$ cat src/rtl/detonator_pkg.sv
// Shared definitions for the beep pattern generator: FSM state encoding and
// default phase lengths (100 ms at 125 MHz).
package detonator_pkg;

    typedef enum logic [1:0] {
        IDLE = 2'd0,
        ON   = 2'd1,
        OFF  = 2'd2
    } state_t;

    localparam int unsigned DEF_ON_CNT  = 12_500_000;
    localparam int unsigned DEF_OFF_CNT = 12_500_000;

endpackage

$ cat src/rtl/beep_timer.sv
// 32-bit phase counter: counts up every cycle, can be cleared or loaded, and
// flags the last cycle of the current phase (ON or OFF compare value).
module beep_timer #(
    parameter logic [31:0] ON_LAST  = 32'd0,
    parameter logic [31:0] OFF_LAST = 32'd0
) (
    input  logic        clk,
    input  logic        rst,
    input  logic        clear,
    input  logic        load,
    input  logic [31:0] load_val,
    input  logic        sel_off,
    output logic        tc
);

    logic [31:0] count;

    always_ff @(posedge clk or negedge rst) begin
        if (!rst) begin
            count <= 32'd0;
        end else if (clear) begin
            count <= 32'd0;
        end else if (load) begin
            count <= load_val;
        end else begin
            count <= count + 32'd1;
        end
    end

    assign tc = (count == (sel_off ? OFF_LAST : ON_LAST));

endmodule

$ cat src/rtl/beep_pattern_gen.sv
// Plays N beeps of ON_CNT cycles separated by OFF_CNT-cycle gaps; abort stops
// the pattern immediately without a done pulse.
module beep_pattern_gen
    import detonator_pkg::*;
#(
    parameter int unsigned ON_CNT  = DEF_ON_CNT,
    parameter int unsigned OFF_CNT = DEF_OFF_CNT
) (
    input  logic       clk,
    input  logic       rst,
    input  logic       start,
    input  logic [3:0] beep_num,
    input  logic       abort,
    output logic       beep_out,
    output logic       busy,
    output logic       done
);

    localparam logic [31:0] ON_LAST  = 32'(ON_CNT - 1);
    localparam logic [31:0] OFF_LAST = 32'(OFF_CNT - 1);

    state_t     state_q;
    state_t     state_d;
    logic [3:0] rem_q;
    logic [3:0] rem_d;
    logic       phase_clr;
    logic       done_d;
    logic       tc;

    beep_timer #(
        .ON_LAST  (ON_LAST),
        .OFF_LAST (OFF_LAST)
    ) u_timer (
        .clk      (clk),
        .rst      (rst),
        .clear    (phase_clr),
        .load     (1'b0),
        .load_val (32'd0),
        .sel_off  (state_q == OFF),
        .tc       (tc)
    );

    // The counter is held at zero in IDLE and cleared on every phase change,
    // so each phase starts counting from 0 in its first cycle.
    always_comb begin
        state_d   = state_q;
        rem_d     = rem_q;
        phase_clr = 1'b0;
        done_d    = 1'b0;
        case (state_q)
            IDLE: begin
                phase_clr = 1'b1;
                if (start && (beep_num != 4'd0) && !abort) begin
                    state_d = ON;
                    rem_d   = beep_num;
                end
            end
            ON: begin
                if (abort) begin
                    state_d   = IDLE;
                    phase_clr = 1'b1;
                end else if (tc) begin
                    phase_clr = 1'b1;
                    rem_d     = rem_q - 4'd1;
                    if (rem_q != 4'd1) begin
                        state_d = OFF;
                    end else begin
                        state_d = IDLE;
                        done_d  = 1'b1;
                    end
                end
            end
            OFF: begin
                if (abort) begin
                    state_d   = IDLE;
                    phase_clr = 1'b1;
                end else if (tc) begin
                    state_d   = ON;
                    phase_clr = 1'b1;
                end
            end
            default: begin
                state_d   = IDLE;
                phase_clr = 1'b1;
            end
        endcase
    end

    // Outputs are decoded from the next state so they come straight off flops
    // and line up with the state register.
    always_ff @(posedge clk or negedge rst) begin
        if (!rst) begin
            state_q  <= IDLE;
            rem_q    <= 4'd0;
            beep_out <= 1'b0;
            busy     <= 1'b0;
            done     <= 1'b0;
        end else begin
            state_q  <= state_d;
            rem_q    <= rem_d;
            beep_out <= (state_d == ON);
            busy     <= (state_d != IDLE);
            done     <= done_d;
        end
    end

endmodule

$ cat config.mk
export PLATFORM = sky130hd
export DESIGN_NAME = beep_pattern_gen
export DESIGN_NICKNAME = d
export VERILOG_FILES = /design/src/rtl/detonator_pkg.sv /design/src/rtl/beep_timer.sv /design/src/rtl/beep_pattern_gen.sv
export SDC_FILE = /design/constraint.sdc
export NUM_CORES = 1
export LEC_CHECK = 0
export CORE_ASPECT_RATIO = 0.9
export CORE_MARGIN = 1.5
export CORE_UTILIZATION = 45
export DETAILED_ROUTE_END_ITERATION = 10
export PLACE_DENSITY = 0.65
export SLEW_MARGIN = 20
export SYNTH_ARGS = -nofsm -noshare
export SYNTH_HDL_FRONTEND = slang
export SYNTH_HIERARCHICAL = 1
export SYNTH_SLANG_ARGS = --single-unit
$ cat constraint.sdc
create_clock -name clk -period 6.1 [get_ports clk]
set_input_delay 0.915 -clock clk [delete_from_list [all_inputs] [get_ports clk]]
set_output_delay 0.915 -clock clk [all_outputs]
set_load 0.01 [all_outputs]
# --- Word-level counts from Yosys, hierarchy flattened ---
# Cells that the tools add are included.
# W data, S select, Z words.
word_totals:
  latch_bits: 0
  out_inout_bits: 3
  mem_count: 0
  inputBits: 8
  register_bits: 41
  rom_bits: 0
  mem_bits_rw: 0
  wordCells: 44
classes:
  bitwise: 0
  muxes: 19
  eq_ne: 8
  n_addsub: 2
  n_shift: 0
  mul: 0
  n_lt_le_gt_ge: 0
  n_reduce_logical: 9
  n_div: 0
op_table:
  columns: ["cell", "n"]
  rows:
  - ["$add A32 B1 Y32 const B", 1]
  - ["$eq A32 B24 Y1 const B", 1]
  - ["$mux W32", 1]
  - ["$mux W2", 6]
  - ["$mux W4", 3]
  - ["$pmux W4 S2", 1]
  - ["$mux W1", 7]
  - ["$ne A2 B2 Y1 const B", 3]
  - ["$pmux W2 S3", 1]
  - ["$eq A2 B1 Y1 const B", 2]
  - ["$ne A4 B1 Y1 const B", 1]
  - ["$reduce_and A4 Y1", 1]
  - ["$reduce_bool A2 Y1", 2]
  - ["$reduce_bool A4 Y1", 1]
  - ["$sub A4 B1 Y4 const B", 1]
  - ["$eq A2 B2 Y1 const B", 1]
  - ["$logic_and A1 B1 Y1", 2]
  - ["$logic_not A2 Y1", 1]
  - ["$reduce_or A2 Y1", 1]
  - ["$logic_not A1 Y1", 1]

# --- Longest topological paths before layout ---
logic_depth:
  ltp_word: 6
  mapped_depth: 11
  mapped_depth_nobuf: 9

# --- Hierarchy ---
# The synthesis kept the hierarchy.
modules_own_cells:
  columns: ["module", "instances", "cells_per_inst", "seq_area_each_um2", "area_each_um2"]
  rows:
  - ["beep_timer", 1, 236, 800.8, 2104.5]
  - ["beep_pattern_gen", 1, 64, 225.2, 594.3]

# --- Least setup slack after synthesis ---
# No wires, ideal clock.
synth_timing:
  path_type: "reg-to-reg"
  start: "register u_timer.count[14]"
  end: "register u_timer.count[13]"
  setup_slack_ps: 3984
  t_arrival_ps: 1979
  path_stages_with_launch: 9
  path_cell_list: "dfrtp_1 -> or4_1 -> nor4_1 -> and3_1 -> inv_1 -> nand3_1 -> buf_4 -> clkbuf_1 -> a311oi_1"
synth_between:
  elab_chain_len: 5
synth_rtl:
  columns: ["item", "line", "rtl"]
  rows:
  - ["start, declared", "beep_timer.sv:16", "logic [31:0] count;"]
  - ["start signal, assigned", "beep_timer.sv:24", "count <= load_val;"]
  - ["start signal, assigned", "beep_timer.sv:26", "count <= count + 32'd1;"]
  - ["$eq A32 B24 Y1", "beep_timer.sv:30", "assign tc = (count == (sel_off ? OFF_LAST : ON_LAST));"]
  - ["via tc", "beep_pattern_gen.sv:28", "logic tc;"]
  - ["$mux W1", "beep_pattern_gen.sv:62, beep_pattern_gen.sv:77", null]
  - ["$mux W1", "beep_pattern_gen.sv:74", "if (abort) begin"]
  - ["$mux W1", null, null]
  - ["via phase_clr", "beep_pattern_gen.sv:26", "logic phase_clr;"]
  - ["$mux W32", "beep_timer.sv:21", "end else if (clear) begin"]
# The timed path passes the listed nets, and every way through them passes these cells.
# A chain may end at the register's enable or synchronous reset.

# --- Final worst setup path ---
layout_timing:
  start: "register u_timer.count[0]"
  end: "register u_timer.count[31]"
# Same word-level chain as after synthesis.

==> flow_results.org <==
** Flow run
- The tool flagged a number of max-cap violations equal to 0.

** Die
- The core region is 5730 µm².
- Height of the die :: 76.5 µm
- DIE AREA :: 6470 µm²
- The initial utilization of the core area, before any placement, comes to 47.1%.
- The die is 84.6 µm wide.
- I/O pin total :: 11
- Row generation in the floorplan step produced 26 rows.

** Global route
- Global-route track usage on met2 :: 30.7%
- Vias in the first global route :: 2,143
- Global routing used 3.58% of the available met3 tracks.
- Pin count of the biggest net entering global routing :: 53
- Met1 Usage GRT :: 32.0%
- The first global-routing pass estimated 10,900 µm of wire.
- For this run, the total global-route usage over all layers was measured as 20.9%.
- Gr ovfl total :: 0
- Busiest metal layer after global routing :: met1
- The initial antenna violation count came to 0.

** Yosys
- Number of synthesized flops with an enable pin :: 0
- Leading post-synthesis cells by cell area :: dfrtp_1 (38%), a311oi_1 (5.2%), nor2_1 (4.6%)
- Summed over its instances, the top area cell type makes up 38.0% of the synthesized netlist area.
- Count of different cell masters after synthesis :: 60
- Fraction of the yosys area taken by sequential cells :: 38.0%
- After synthesis the cells add up to 2700 µm².
- Cell type with the highest aggregate area in the netlist :: dfrtp_1
- Number of instances in the synthesized netlist :: 300
- Among all flip-flop cells after synthesis, the most frequent one is dfrtp_1.
- A synthesized cell averages 9.00 µm².
- For this run, the number of Yosys warnings is 6.
- #FFs+latches synth :: 41
- Proportion of register bits with asynchronous set or reset after synthesis :: 100%

** Placement
- The congestion estimate from routability-driven global placement came to 0.901.
- Detail Placement HPWL :: 4370 µm
- Number of buffers added on ports :: 10
- Place WS :: 3590 ps

** Power and ir drop
- Static leakage power :: 0.00124 µW
- VDD sags by at most 0.000202 V.
- Cell Pwr Density :: 273 nW/µm²

** Finish
- Layout overhead on the synthesized area :: 11.6%
- Antenna Cells :: 0
- Cells with a size suffix above 1 make up 6.53% of the layout.
- At the end of the flow, the number of nets in the layout was 351.
- The layout has 519 filler cells.
- Combined area of the multi-input logic cells :: 1650 µm²
- Reg area :: 1030 µm²

** CTS
- The clock passes through at most 2 buffers.
- Count of clock tree sinks :: 41
- Clock-pin slew on the worst setup and hold paths :: 80 ps
- Cell at the root of the clock tree :: clkbuf_8
- Clock tree from TritonCTS :: done
- After clock tree synthesis, the flow added hold-fix buffers numbering 0.
- Clock latency on the worst-skew pair :: 300 ps
- TritonCTS created 5 clock buffers.
- CTS H-tree lvls :: 2
- Resized cells post-CTS :: 0
- The number of setup buffers added after CTS is 0.

** Timing
- RSZ-0062 raised after global routing :: no
- Post-route fraction of the period consumed by the critical path :: 41.3%
- The clock arrives with 7.32 ps of skew.
- Final hold violations :: 0
- Peak clock frequency supported by timing :: 397 MHz
- For the pin with the worst max-slew slack, the measured transition is 946 ps.
- Across all setup checks in the final design, the least slack found is 3580 ps.
- Relative slew slack :: 37.0%
- The smallest clock period supported by the final layout is computed as 2520 ps.
- Setup violations remaining at the end of the flow were counted as 0.
- Adding up every negative setup slack in the final design gives 0 ps.
- The final number of max-transition violations came to 0.

** Detailed routing
- DRC :: 0
- Antenna Violating Nets Remaining :: 0
- The detailed router placed 2,400 vias in this run.
- Number of detailed-routing iterations run before antenna repair :: 5
- In the final routed layout, each cell accounts on average for 15.6 µm.
- Violation count after the first detailed-route iteration :: 130
- Via/cell ratio :: 5.90
- For this block, the routed nets add up to 6340 µm of wire.

** Setup path
- Required @ worst endpoint :: 6280 ps
- The worst setup path is captured at a flop.
- Startpoint type of the worst setup path :: flop
- The worst setup path is of the flop to flop kind.
- Along the worst path, the maximum fanout reaches 28.
- Data on the critical path arrives at its endpoint at 2700 ps.

** Worst hold path
- The min-delay analysis places its worst path in the category flop to flop.

** Outcome
- The flow ran to the end, and the final reports show no timing, DRC or antenna violations.
[power by group]
| part | total [µW] | internal (µW) | switching, µW |
|---|---|---|---|
| Sequential | 385 | 323 | 62.2 |
| Combinational | 239 | 105 | 134 |
| Clock | 198 | 102 | 95.7 |
| Total | 822 | 530 | 292 |
[logic make-up after synthesis]
family / synth area share (%)
and+or+nand+nor: 29.5
AOI/OAI and AO/OA: 19.9
DFF: 38.0
buffers and inverters: 5.56
xor gates and xnor gates: 2.92
adders and majority gates: 3.25
muxes: 0.742
other: 0.139
[synth_stat cells (5+ instances only)]
cell type	n
a211oi_1	8
a21oi_1	7
a311oi_1	16
and3_1	7
and4_1	5
clkbuf_1	6
dfrtp_1	41
ha_1	7
inv_1	12
nand2_1	14
nand3_1	15
nand4_1	12
nor2_1	33
nor2b_1	6
nor3_1	7
nor4_1	7
o21ai_0	12
o31ai_1	5
or3_1	6
or4_1	6
xnor2_1	5
[layout by cell type, fill, tap and decap left out, types with 2 or more instances in the layout]
master	Yosys	routed
and3_1	7	7
clkdlybuf4s50_1	0	9
and2_1	3	3
a31oi_1	3	3
inv_1	12	12
nor4_1	7	7
nand2b_1	3	3
mux2i_1	2	2
xor2_1	4	4
or4_1	6	6
nand4_1	12	12
o211a_1	2	2
nor2b_1	6	6
a311oi_1	16	16
o21ai_0	12	12
a21oi_1	7	7
xnor2_1	5	5
o41a_1	2	2
or3_2	2	2
o21ai_1	3	3
or3_1	6	6
nor2_1	33	33
nand3_1	15	15
a2111oi_0	4	4
a211oi_1	8	8
clkbuf_8	0	7
o31ai_1	5	5
and4_1	5	5
ha_1	7	7
dfrtp_1	41	41
nand2_1	14	14
or2_2	2	2
nor3_1	7	7
conb_1	1	34
[layer usage]
metal	routed length [µm]	part of all wire, %	vias to the layer above
met5	0	0	-
met2	2700	43	55
met4	53	0.84	0
met3	316	5.0	6
li1	-	-	1185
met1	3260	51	1154
[sequential cells by signal (all words and copies together) (netlist names)]
register and cells:
beep_out 1, busy 1, done 1, rem_q 4, state_q 2, u_timer/count 32
[area by class of cell]
class                   count  share of cell area [%]
multi-input cells         264                    54.7
flip-flops and latches     41                    34.1
repair buffers             11                    3.41
clock buffers               7                    3.20
well taps                  70                    2.91
inverters                  13                    1.62
clock inverters             1                   0.166
[path summary, 6_finish.rpt]
kind / startpoint / cells past startpoint / to / slack (ps)
max reg2reg: u_timer/count[0] / 10 / u_timer/count[31] / 3580
min: rem_q[3] / 2 / rem_q[3] / 570
min in group asynchronous: rst / 1 / u_timer/count[19] / 760
min reg2reg: rem_q[3] / 2 / rem_q[3] / 570
max: u_timer/count[0] / 10 / u_timer/count[31] / 3580
max in group asynchronous: rst / 1 / u_timer/count[6] / 4750
[worst max-delay path: stages (launching register included)]
cell and delay, ps:
dfrtp_1 400, ha_1 370, nand4_2 220, nor4_1 290, and3_1 300, inv_1 80, nand3_1 80, buf_4 320
inv_1 160, o211ai_1 110, a211oi_1 50
[per-stage QoR]
step	instances	utilization [%]	area (µm²)	total power, µW	hold WS [ps]
after floorplan	333	-	2820	553	505
after global placement	399	50.9	2910	622	566
after detailed placement	399	50.9	2910	624	561
after CTS	407	52.6	3010	828	581
after global routing	407	52.6	3010	881	615
final	407	52.6	3010	822	575
No activity file was read; power rests on OpenSTA's default activity.
